==> src/rtl/divisor_ctrl_fsm.sv <==
// divisor_ctrl_fsm
//   Sequencer between the keypad decoder and the integer divider datapath.
//   Builds decimal operands A and B from key codes, issues a single start
//   pulse to the divider, waits for its done, and presents the quotient and
//   remainder to the 7-segment driver. Handles clear, early enter,
//   divide-by-zero and divider timeout.
//
// Ports
//   i_clk        system clock
//   i_rst        synchronous reset, active-high
//   i_key_valid  one-cycle pulse per debounced key press
//   i_key_code   0-9 digit, 0xA enter, 0xC clear, other codes ignored
//   o_div_start  one-cycle start pulse to the divider
//   o_div_a      dividend, stable from START until WAIT exits
//   o_div_b      divisor, stable from START until WAIT exits
//   i_div_done   divider completion pulse
//   i_div_q      quotient, valid with i_div_done
//   i_div_r      remainder, valid with i_div_done
//   o_disp_hi    left display value (binary)
//   o_disp_lo    right display value (binary)
//   o_disp_err   error indicator for the display
//   o_busy       high in START and WAIT
//   o_state      current state encoding
//
// State | Meaning
//   ENTER_A (0) | collecting digits of A
//   ENTER_B (1) | collecting digits of B
//   START   (2) | one cycle; start pulse out, or ERR when B is zero
//   WAIT    (3) | waiting for divider done, bounded by TIMEOUT cycles
//   SHOW    (4) | quotient/remainder on display
//   ERR     (5) | divide-by-zero or timeout; only clear leaves

module divisor_ctrl_fsm #(
  parameter int DIGITS  = 2,
  parameter int W       = 7,
  parameter int TIMEOUT = 255
) (
  input  logic         i_clk,
  input  logic         i_rst,
  input  logic         i_key_valid,
  input  logic [3:0]   i_key_code,
  output logic         o_div_start,
  output logic [W-1:0] o_div_a,
  output logic [W-1:0] o_div_b,
  input  logic         i_div_done,
  input  logic [W-1:0] i_div_q,
  input  logic [W-1:0] i_div_r,
  output logic [W-1:0] o_disp_hi,
  output logic [W-1:0] o_disp_lo,
  output logic         o_disp_err,
  output logic         o_busy,
  output logic [2:0]   o_state
);

  localparam int CW = $clog2(DIGITS + 1);
  localparam int TW = $clog2(TIMEOUT + 1);
  localparam logic [CW-1:0] CNT_FULL = CW'(DIGITS);
  // Timer is a down-counter loaded on entry to WAIT; reaching zero without a
  // done means TIMEOUT WAIT cycles have elapsed.
  localparam logic [TW-1:0] T_LOAD   = TW'(TIMEOUT - 1);

  typedef enum logic [2:0] {
    S_ENTER_A = 3'd0,
    S_ENTER_B = 3'd1,
    S_START   = 3'd2,
    S_WAIT    = 3'd3,
    S_SHOW    = 3'd4,
    S_ERR     = 3'd5
  } state_t;

  state_t        r_state,     w_state;
  logic [W-1:0]  r_a,         w_a;
  logic [W-1:0]  r_b,         w_b;
  logic [CW-1:0] r_cnt,       w_cnt;
  logic [TW-1:0] r_timer,     w_timer;
  logic          r_div_start, w_div_start;
  logic [W-1:0]  r_div_a,     w_div_a;
  logic [W-1:0]  r_div_b,     w_div_b;
  logic [W-1:0]  r_disp_hi,   w_disp_hi;
  logic [W-1:0]  r_disp_lo,   w_disp_lo;
  logic          r_disp_err,  w_disp_err;

  logic          w_key_dig;
  logic          w_key_ent;
  logic          w_key_clr;
  logic          w_do_clear;
  logic [W-1:0]  w_acc_a;
  logic [W-1:0]  w_acc_b;
  logic [CW-1:0] w_cnt_inc;

  assign w_key_dig = i_key_valid && (i_key_code <= 4'd9);
  assign w_key_ent = i_key_valid && (i_key_code == 4'hA);
  assign w_key_clr = i_key_valid && (i_key_code == 4'hC);

  // Keys are dropped entirely in START and WAIT, clear included.
  assign w_do_clear = w_key_clr && ((r_state == S_ENTER_A) || (r_state == S_ENTER_B) ||
                                    (r_state == S_SHOW)    || (r_state == S_ERR));

  // Accumulation deliberately wraps in W bits.
  assign w_acc_a   = r_a * W'(10) + W'(i_key_code);
  assign w_acc_b   = r_b * W'(10) + W'(i_key_code);
  assign w_cnt_inc = r_cnt + CW'(1);

  always_ff @(posedge i_clk) begin
    if (i_rst) begin
      r_state     <= S_ENTER_A;
      r_a         <= '0;
      r_b         <= '0;
      r_cnt       <= '0;
      r_timer     <= '0;
      r_div_start <= 1'b0;
      r_div_a     <= '0;
      r_div_b     <= '0;
      r_disp_hi   <= '0;
      r_disp_lo   <= '0;
      r_disp_err  <= 1'b0;
    end else begin
      r_state     <= w_state;
      r_a         <= w_a;
      r_b         <= w_b;
      r_cnt       <= w_cnt;
      r_timer     <= w_timer;
      r_div_start <= w_div_start;
      r_div_a     <= w_div_a;
      r_div_b     <= w_div_b;
      r_disp_hi   <= w_disp_hi;
      r_disp_lo   <= w_disp_lo;
      r_disp_err  <= w_disp_err;
    end
  end

  always_comb begin
    w_state     = r_state;
    w_a         = r_a;
    w_b         = r_b;
    w_cnt       = r_cnt;
    w_timer     = r_timer;
    w_div_start = 1'b0;
    w_div_a     = r_div_a;
    w_div_b     = r_div_b;
    w_disp_hi   = r_disp_hi;
    w_disp_lo   = r_disp_lo;
    w_disp_err  = r_disp_err;

    case (r_state)
      S_ENTER_A: begin
        if (w_key_dig) begin
          w_a       = w_acc_a;
          w_disp_hi = w_acc_a;
          w_disp_lo = '0;
          if (w_cnt_inc == CNT_FULL) begin
            w_state = S_ENTER_B;
            w_cnt   = '0;
          end else begin
            w_cnt   = w_cnt_inc;
          end
        end else if (w_key_ent && (r_cnt != '0)) begin
          w_state = S_ENTER_B;
          w_cnt   = '0;
        end
      end

      S_ENTER_B: begin
        if (w_key_dig) begin
          w_b       = w_acc_b;
          w_disp_lo = w_acc_b;
          if (w_cnt_inc == CNT_FULL) begin
            w_state = S_START;
            w_cnt   = '0;
          end else begin
            w_cnt   = w_cnt_inc;
          end
        end else if (w_key_ent && (r_cnt != '0)) begin
          w_state = S_START;
          w_cnt   = '0;
        end
        // The start pulse is registered on the way into START so it is high
        // for exactly the START cycle; a zero divisor never launches.
        if ((w_state == S_START) && (w_b != '0)) begin
          w_div_start = 1'b1;
          w_div_a     = r_a;
          w_div_b     = w_b;
        end
      end

      S_START: begin
        if (r_b == '0) begin
          w_state    = S_ERR;
          w_disp_err = 1'b1;
          w_disp_hi  = '0;
          w_disp_lo  = '0;
        end else begin
          w_state    = S_WAIT;
          w_timer    = T_LOAD;
        end
      end

      S_WAIT: begin
        if (i_div_done) begin
          w_state   = S_SHOW;
          w_disp_hi = i_div_q;
          w_disp_lo = i_div_r;
        end else if (r_timer == '0) begin
          w_state    = S_ERR;
          w_disp_err = 1'b1;
          w_disp_hi  = '0;
          w_disp_lo  = '0;
        end else begin
          w_timer    = r_timer - TW'(1);
        end
      end

      S_SHOW: begin
        // A digit starts a fresh calculation with itself as first digit of A.
        if (w_key_dig) begin
          w_a       = W'(i_key_code);
          w_b       = '0;
          w_disp_hi = W'(i_key_code);
          w_disp_lo = '0;
          if (CNT_FULL == CW'(1)) begin
            w_state = S_ENTER_B;
            w_cnt   = '0;
          end else begin
            w_state = S_ENTER_A;
            w_cnt   = CW'(1);
          end
        end
      end

      S_ERR: begin
      end

      default: begin
        w_state = S_ENTER_A;
      end
    endcase

    if (w_do_clear) begin
      w_state    = S_ENTER_A;
      w_a        = '0;
      w_b        = '0;
      w_cnt      = '0;
      w_disp_hi  = '0;
      w_disp_lo  = '0;
      w_disp_err = 1'b0;
    end
  end

  assign o_div_start = r_div_start;
  assign o_div_a     = r_div_a;
  assign o_div_b     = r_div_b;
  assign o_disp_hi   = r_disp_hi;
  assign o_disp_lo   = r_disp_lo;
  assign o_disp_err  = r_disp_err;
  assign o_busy      = (r_state == S_START) || (r_state == S_WAIT);
  assign o_state     = r_state;

endmodule
==> config.mk <==
export PLATFORM = sky130hd
export DESIGN_NAME = divisor_ctrl_fsm
export DESIGN_NICKNAME = d
export VERILOG_FILES = /design/src/rtl/divisor_ctrl_fsm.sv
export SDC_FILE = /design/constraint.sdc
export NUM_CORES = 1
export LEC_CHECK = 0
export ABC_CLOCK_PERIOD_IN_PS = 8130
export BUFFER_PORTS_ARGS = -buffer_cell sky130_fd_sc_hd__buf_4
export CAP_MARGIN = 20
export CORE_MARGIN = 2
export CORE_UTILIZATION = 40
export CTS_CLUSTER_DIAMETER = 120
export DETAILED_ROUTE_END_ITERATION = 8
export GPL_ROUTABILITY_DRIVEN = 1
export PLACE_DENSITY = 0.72
export SYNTH_ARGS = -nofsm -noshare
export SYNTH_HDL_FRONTEND = slang
export SYNTH_SLANG_ARGS = --single-unit
==> constraint.sdc <==
create_clock -name i_clk -period 8.13 [get_ports i_clk]
set_input_delay 0.4065 -clock i_clk [delete_from_list [all_inputs] [get_ports i_clk]]
set_output_delay 0.4065 -clock i_clk [all_outputs]
set_load 0.05 [all_outputs]
==> results.cfg, run 1 <==
[yosys]
synth-adder-area-share = 0.08682
syn_area_um2 = 3228
ys_warn_count = 0
synth-seq-area-share = 0.3535
syn_nets = 414
synth-simple-area-share = 0.2105
async_reset_ff_frac = 0
synth.top_cell.area_share = 0.3535
synth_xor_area_frac = 0.05155
ys.flop_type = dfxtp_1
synthTopCellsByArea = dfxtp_1 (35%), ha_1 (6.2%), nor2_1 (5.6%)
synth_top_family_by_area = simple AND/OR/NAND/NOR gates
synth.largest_area_cell = dfxtp_1
synth_edf_count = 0
ys_ff_latch = 57
muxShareOfSynthArea = 0.05000
syn_area_per_cell_um2 = 8.678
netlist_instances = 372
synth-compound-area-share = 0.1996
synth_cell_types = 58

[drt]
drt_iter0_markers = 144
via_per_inst = 5.350
vias = 2809
wirelength_um = 8087
ant_nets = 0
drc = 0
avgRoutedWirePerCell_um = 15.40
first_pass_iters = 5

[global_route]
grt_use_met1 = 0.2478
grt_max_degree = 37
grtUsageMet2 = 0.3220
grt_pass1_wl_um = 13450
grt-ovfl-total = 0
grt-busiest-layer = met2
grt_use_met3 = 0.04655
grt_pass1_vias = 2751
grtUsageTotal = 0.1949
grt_antenna_before_repair = 0

[floorplanning]
core_um2 = 7767
dieArea_um2 = 8805
die_width_um = 93.84
fp-row-count = 32
chipHeight_um = 93.84
start_util = 0.4156
io_pins = 56

[cells_and_area]
num-fill-cells = 737
finalNonFillerCells = 525
final_area_um2 = 3854
mostFrequentLayoutCell = dfxtp_1
diodes = 0
area_delta_synth_final_pct = 19.38
drive_gt1_frac = 0.2128
layout_common_cells = dfxtp_1 (57), buf_4 (55), nor2_1 (48), nand2_1 (33), a22oi_1 (22)
fin_nets = 461

[worst_setup_path]
start_kind = flop
crit_arrival_ns = 3.74
cp_max_fo = 13
critPathMostFrequentCell = ha_1
cp.required_ns = 8.37
cp-end-kind = flop
crit_type = flop to flop
max_stage_delay_ns = 0.77
path_cells = ha_1 -> ha_1 -> inv_1 -> fa_1 -> nor4b_1 -> xnor2_1 -> mux2i_1 -> a21oi_2 -> mux2_2
cp_slowest_cell = a21oi_2
reg2reg_depth = 9

[timing]
finClkSkew_ns = 0.008746
setup-tns-final_ns = 0
worst_slew_pin_slew_ns = 1.011
min_period_ns = 3.502
rsz0062_at_grt = no
slew_headroom = 0.3244
hold_viol_final = 0
max_freq_ghz = 0.2856
slew_violations = 0
timing.final.crit_share = 0.4307
setup_viol = 0

[place]
place_area_um2 = 3674
port_buffers = 55
hpwlAfterDp_um = 5822
place_congestion = 0.8883
placed_cells = 510

[clock_network]
clk_latency_ns = 0.35
cts_max_level = 3
cts_hold_buffers = 0
cts_buffers = 9
cts_tree = yes
clk_pin_slew_ns = 0.07
post_cts_resized = 0
clock_sinks = 57
clk_path_buf_depth = 2
cts_setup_buffers = 0
root_buffer = clkbuf_8

[run]
drv_cap = 0

[status]
status = completed

[worst_hold_path]
holdCritPathClass = input port to flop
hold_depth = 3

[power_and_ir_drop]
p_per_area_nw_per_um2 = 169.7
peakVddDrop_uv = 51.61
leakage_uw = 0.001511
==> layer usage <==
layer  part of all wire  vias to the layer above
met3              0.051                       13
met4              0.016                        0
met1               0.46                     1319
met5                  0                        -
met2               0.47                       75
li1                   -                     1402
==> where the power goes <==
group	switching (µW)	internal, µW
sequential	7.62	289
clock	114	132
combinational	69.5	42.3
total	191	463
==> layout make-up <==
type                       instances  area [µm²]  area share
multi-input combinational        280        1932      0.5013
sequential                        57        1141      0.2961
timing repair buffer              55       412.9      0.1071
clock buffer                      12       165.2     0.04286
tap                              102       127.6     0.03312
inverter                          16       60.06     0.01558
clock inverter                     3       15.01    0.003896
==> state kept, by name, summed over array words and instances (netlist names) <==
name / cells
r_timer: 8
o_disp_hi: 7
o_disp_lo: 7
o_div_a: 7
o_div_b: 7
r_a: 7
r_b: 7
o_state: 3
r_cnt: 2
o_disp_err: 1
o_div_start: 1
==> worst max-delay path, delay by kind of cell, from the launching register on <==
family	cells	cell delay [ns]
adders and majority gates	3	0.91
xor gates and xnor gates	1	0.23
and+or+nand+nor	1	0.38
muxes	2	0.60
AOI/OAI and AO/OA	1	0.77
buffers and inverters	1	0.06
DFF	1	0.43
==> Yosys cell counts (all sizes together) (2+ instances only) <==
| library cell | count |
|---|---|
| a211oi | 18 |
| a21o | 3 |
| a21oi | 22 |
| a22oi | 22 |
| buf | 4 |
| clkbuf | 15 |
| dfxtp | 57 |
| fa | 4 |
| ha | 16 |
| inv | 15 |
| mux2 | 6 |
| mux2i | 9 |
| nand2 | 33 |
| nand2b | 20 |
| nand3 | 4 |
| nor2 | 48 |
| nor2b | 8 |
| nor3 | 5 |
| nor3b | 3 |
| nor4b | 2 |
| o21ai | 9 |
| o21bai | 3 |
| or3 | 4 |
| or4 | 2 |
| xnor2 | 8 |
| xor2 | 11 |
==> cells by family after synthesis <==
group           Yosys count
compound gates           90
mux                      15
simple gates            136
buf+inv                  35
flops                    57
xor+xnor                 19
fa+ha+maj                20
==> path summary, 6_finish.rpt <==
path | start | endpoint | slack, ns
max | r_b[1] | o_div_b[3] | 4.63
min | i_key_code[0] | r_a[0] | 0.38
max reg2reg | r_b[1] | o_div_b[3] | 4.63
min reg2reg | o_disp_err | o_disp_err | 0.47
==> per-stage QoR <==
stage | power [µW] | setup slack, ns | util | hold WS, ns
6_report | 653.9 | 4.628 | 0.4961 | 0.3759
5_1_grt | 683.5 | 4.349 | 0.4961 | 0.3663
4_1_cts | 658.7 | 4.645 | 0.4961 | 0.3635
3_5_place_dp | 413.4 | 4.659 | 0.4729 | 0.4682
3_3_place_gp | 411.6 | 4.756 | 0.4729 | 0.4584
2_1_floorplan | 379.8 | 5.308 | - | 0.4523
(Power assumes the default switching activity.)
==> run 2: changes to the inputs <==
--- a/config.mk
+++ b/config.mk
@@ -5,7 +5,7 @@
 export SDC_FILE = /design/constraint.sdc
 export NUM_CORES = 1
 export LEC_CHECK = 0
-export ABC_CLOCK_PERIOD_IN_PS = 8130
+export ABC_CLOCK_PERIOD_IN_PS = 2900
 export BUFFER_PORTS_ARGS = -buffer_cell sky130_fd_sc_hd__buf_4
 export CAP_MARGIN = 20
 export CORE_MARGIN = 2
@@ -13,7 +13,7 @@
 export CTS_CLUSTER_DIAMETER = 120
 export DETAILED_ROUTE_END_ITERATION = 8
 export GPL_ROUTABILITY_DRIVEN = 1
-export PLACE_DENSITY = 0.72
+export PLACE_DENSITY = 0.75
 export SYNTH_ARGS = -nofsm -noshare
 export SYNTH_HDL_FRONTEND = slang
 export SYNTH_SLANG_ARGS = --single-unit
==> constraint.sdc (replaced) <==
create_clock -name i_clk -period 2.9 [get_ports i_clk]
set_input_delay 0.145 -clock i_clk [delete_from_list [all_inputs] [get_ports i_clk]]
set_output_delay 0.145 -clock i_clk [all_outputs]
set_load 0.05 [all_outputs]
==> run 2 against run 1 <==
  * Final cell count rose by 2.9%
  * Design area rose by 4.9%
  * Clock-buffer cell count fell by 2
  * Register-to-register slack got worse by 4.5 ns
  * Clock power rose to 3.7 times the previous value
  * Worst setup slack got worse by 4.5 ns
  * Fmax rose by 27%
  * Critical path depth rose by 1
  * Global-route usage fell by 0.48 points
  * Routed wire length fell by 0.37%
  * Critical path type unchanged
  * Largest power group is now clock
==> results.cfg, run 2 (synthesis gave the netlist of run 1 again) <==
[worst_setup_path]
path_cells = ha_1 -> ha_1 -> inv_1 -> fa_1 -> nor4b_2 -> xnor2_1 -> mux2i_1 -> a21oi_2 -> buf_12 -> mux2_2
cp-end-kind = flop
crit_type = flop to flop
crit_arrival_ns = 2.99
start_kind = flop
cp_max_fo = 13
cp_slowest_cell = fa_1
reg2reg_depth = 10
max_stage_delay_ns = 0.45
critPathMostFrequentCell = ha_1
cp.required_ns = 3.13

[drt]
drc = 0
first_pass_iters = 4
vias = 2856
drt_iter0_markers = 181
wirelength_um = 8057
ant_nets = 0
avgRoutedWirePerCell_um = 14.92
via_per_inst = 5.289

[clock_network]
cts_max_level = 3
clk_latency_ns = 0.35
root_buffer = clkbuf_8
clk_pin_slew_ns = 0.06
cts_hold_buffers = 0
cts_tree = yes
cts_buffers = 9
clk_path_buf_depth = 2
clock_sinks = 57

[global_route]
grt_pass1_wl_um = 13100
grt-ovfl-total = 0
grtUsageTotal = 0.1901
grt_pass1_vias = 2788
grt_antenna_before_repair = 0
grt_max_degree = 37

[cells_and_area]
mostFrequentLayoutCell = buf_4
diodes = 0
largest_register_ffs = 8
drive_gt1_frac = 0.2443
num-fill-cells = 737
top_register = r_timer
fin_nets = 475
layout_common_cells = buf_4 (68), dfxtp_1 (56), nor2_1 (48), nand2_1 (33), a22oi_1 (22)
area_delta_synth_final_pct = 25.19

[timing]
finClkSkew_ns = 0.008373
min_period_ns = 2.754
timing.final.crit_share = 0.9496
worst_slew_pin_slew_ns = 0.8046
slew_headroom = 0.4595
rsz0062_at_grt = no
slew_violations = 0
max_freq_ghz = 0.3631
setup_viol = 0
setup-tns-final_ns = 0
hold_viol_final = 0
holdWs_ns = 0.1123

[floorplanning]
start_util = 0.4156
chipHeight_um = 93.84
dieArea_um2 = 8805
die_width_um = 93.84
fp-row-count = 32
io_pins = 56
core_um2 = 7767

[power_and_ir_drop]
peakVddDrop_uv = 197.0
leakage_uw = 0.001616
p_per_area_nw_per_um2 = 510.3

[run]
drv_cap = 0

[place]
place_congestion = 0.9248
port_buffers = 55
hpwlAfterDp_um = 5978

[status]
status = completed

[worst_hold_path]
holdCritPathClass = input port to flop
hold_depth = 3
## run 2: critical path: cells and delay by family, from the launching register on
| kind | cells | cell delay [ns] |
|---|---|---|
| xor gates and xnor gates | 1 | 0.18 |
| muxes | 2 | 0.48 |
| DFF | 1 | 0.31 |
| and+or+nand+nor | 1 | 0.28 |
| adders and majority gates | 3 | 0.94 |
| buffers and inverters | 2 | 0.24 |
| AOI/OAI and AO/OA | 1 | 0.22 |
## run 2: final cells by class
cell class	count	area (µm²)	share of cell area
multi-input cells	280	1938	0.4796
clock buffers	10	137.6	0.03406
well taps	102	127.6	0.03158
clock inverters	6	105.1	0.02601
inverters	16	60.06	0.01486
flip-flops and latches	57	1142	0.2827
repair buffers	69	530.5	0.1313
## run 2: repair_timing
action                                  CTS  global route
resized for setup                         0             2
setup buffers                             0             0
endpoints found under the setup margin    0             4
## run 2: final timing paths
check                             endpoint           from  slack [ns]
worst max-delay path            o_div_b[0]         r_b[1]        0.15
worst min-delay path                r_a[0]  i_key_code[0]        0.11
worst max register to register  o_div_b[0]         r_b[1]        0.15
worst min register to register  o_div_a[1]     o_div_a[1]        0.48
## run 2: where the power goes
part / internal [µW] / switching (µW)
logic: 123 / 194
registers: 809 / 21.0
clock network: 589 / 326
## run 2: through the flow
stage | instance area [µm²] | total power [µW] | std cells | worst slack [ns] | utilization
finish | 4041 | 2062 | 540 | 0.1462 | 0.5203
global route | 4041 | 2139 | 540 | 0.03182 | 0.5203
CTS | 4034 | 2082 | 540 | 0.01325 | 0.5193
detailed placement | 3791 | 1163 | 524 | 0.04768 | 0.4881
global placement | 3791 | 1157 | 524 | 0.09956 | 0.4881
floorplan | 3228 | 1065 | 372 | 0.07807 | -
## run 2: layer usage
layer | global-route usage | wire length, µm | vias up
met5 | 0 | 0 | -
met4 | 0.07971 | 152 | 0
met3 | 0.04173 | 442 | 15
met2 | 0.3155 | 4030 | 66
met1 | 0.2375 | 3432 | 1342
li1 | - | - | 1433
==> run 3: changes to the inputs <==
--- a/config.mk
+++ b/config.mk
@@ -8,12 +8,15 @@
 export ABC_CLOCK_PERIOD_IN_PS = 2900
 export BUFFER_PORTS_ARGS = -buffer_cell sky130_fd_sc_hd__buf_4
 export CAP_MARGIN = 20
+export CELL_PAD_IN_SITES_DETAIL_PLACEMENT = 1
+export CELL_PAD_IN_SITES_GLOBAL_PLACEMENT = 1
 export CORE_MARGIN = 2
-export CORE_UTILIZATION = 40
+export CORE_UTILIZATION = 38
 export CTS_CLUSTER_DIAMETER = 120
 export DETAILED_ROUTE_END_ITERATION = 8
 export GPL_ROUTABILITY_DRIVEN = 1
-export PLACE_DENSITY = 0.75
+export PLACE_DENSITY = 0.88
 export SYNTH_ARGS = -nofsm -noshare
 export SYNTH_HDL_FRONTEND = slang
 export SYNTH_SLANG_ARGS = --single-unit
+export TNS_END_PERCENT = 10
==> run 3 against run 2 <==
  * Sequential share of layout area grew 0.58 points
  * Critical path depth is the same
  * Sequential power is essentially flat
  * Routed wire length grew 18%
  * Hold slack gained 0.020 ns
  * Global-route usage grew 2.6 points
  * Worst setup slack gained 0.022 ns
  * Via count grew 4.2%
  * Design area shrank 2.0%
==> results.cfg, run 3 (synthesis gave the netlist of run 1 again) <==
[status]
status = completed

[worst_setup_path]
start_kind = flop
cp-end-kind = flop
cp_max_fo = 5
cp.required_ns = 3.13
crit_type = flop to flop
reg2reg_depth = 10
crit_arrival_ns = 2.96

[floorplanning]
chipHeight_um = 96.17
io_pins = 56
dieArea_um2 = 9249
core_um2 = 8217
fp-row-count = 33
die_width_um = 96.17
start_util = 0.3929

[clock_network]
root_buffer = clkbuf_8
cts_max_level = 3
clk_pin_slew_ns = 0.07
cts_tree = yes
clock_sinks = 57
clk_path_buf_depth = 2
cts_hold_buffers = 0
cts_buffers = 9
clk_latency_ns = 0.34

[timing]
setup_ws_ns = 0.1678
hold_viol_final = 0
slew_violations = 0
rsz0062_at_grt = no
holdWs_ns = 0.1320
worst_slew_pin_slew_ns = 0.8250
min_period_ns = 2.732
max_freq_ghz = 0.3660
timing.final.crit_share = 0.9421
finClkSkew_ns = 0.005504
slew_headroom = 0.4457
setup_viol = 0

[global_route]
grt-ovfl-total = 0
grt-busiest-layer = met2
grt_pass1_wl_um = 15170
grt_pass1_vias = 3166
grt_use_met1 = 0.2442
grt_use_met3 = 0.04150
grtUsageTotal = 0.2160
grt_antenna_before_repair = 0
grt_max_degree = 37
grtUsageMet2 = 0.4016

[place]
port_buffers = 55
place_area_um2 = 3782
post-place-ws_ns = -0.05395
place_congestion = 0.9040
hpwlAfterDp_um = 7210

[power_and_ir_drop]
p_per_area_nw_per_um2 = 449.5
peakVddDrop_uv = 158.1
leakage_uw = 0.001577
total_power_uw = 1780

[cells_and_area]
fin_nets = 476
diodes = 0
drive_gt1_frac = 0.2415
area_delta_synth_final_pct = 22.67
mostFrequentLayoutCell = buf_4
top_register = r_timer
layout_common_cells = buf_4 (69), dfxtp_1 (56), nor2_1 (48), nand2_1 (33), a22oi_1 (22)
final_area_um2 = 3960
largest_register_ffs = 8

[drt]
drt_iter0_markers = 140
drc = 0
vias = 2977
avgRoutedWirePerCell_um = 17.50
first_pass_iters = 4
via_per_inst = 5.472
ant_nets = 0
wirelength_um = 9522

[worst_hold_path]
holdCritPathClass = input port to flop
hold_depth = 3

[run]
drv_cap = 0
run 3: metrics by stage:
| step | instances | utilization | TNS [ns] |
|---|---|---|---|
| final | 544 | 0.4820 | 0 |
| after CTS | 543 | 0.4804 | 0 |
| after detailed placement | 527 | 0.4603 | -0.2810 |
| after global placement | 527 | 0.4603 | 0 |
| after global routing | 544 | 0.4820 | 0 |
| after floorplan | 372 | - | 0 |
run 3: path summary, 6_finish.rpt:
| kind | from | end | slack, ns |
|---|---|---|---|
| min | i_key_code[0] | r_a[0] | 0.13 |
| max | r_b[1] | o_div_b[1] | 0.17 |
| max reg2reg | r_b[1] | o_div_b[1] | 0.17 |
| min reg2reg | o_div_b[2] | o_div_b[2] | 0.48 |
run 3: metal layers:
layer | wire [µm] | part of all wire
met3 | 396 | 0.042
met1 | 3911 | 0.41
met4 | 140 | 0.015
met5 | 0 | 0
met2 | 5073 | 0.53
run 3: timing repair:
| action | in CTS | in global routing |
|---|---|---|
| resized for setup | 2 | 2 |
| buffers inserted | 0 | 1 |
| pin swaps | 1 | 1 |
| endpoints found under the setup margin | 9 | 13 |
| endpoints found under the hold margin | 0 | 0 |
run 3: cell type report:
class,instances,area [µm²]
sequential,57,1142
clock buffer,12,135.1
timing repair buffer,70,529.3
clock inverter,4,20.02
tap,105,131.4
multi-input combinational,280,1942
fill,993,4257
inverter,16,60.06
run 3: power breakdown:
group | switching (µW) | internal [µW] | total [µW]
Combinational | 203 | 124 | 327
Sequential | 23.0 | 809 | 832
Clock | 317 | 304 | 621
run 3: worst max-delay path, stage by stage, from the launching register on:
cell and delay, ns:
dfxtp_1 0.32, ha_1 0.29, ha_1 0.19, inv_1 0.06
fa_1 0.45, nor4b_2 0.32, xnor2_1 0.21, mux2i_2 0.15
a21oi_2 0.13, buf_4 0.16, mux2_2 0.33
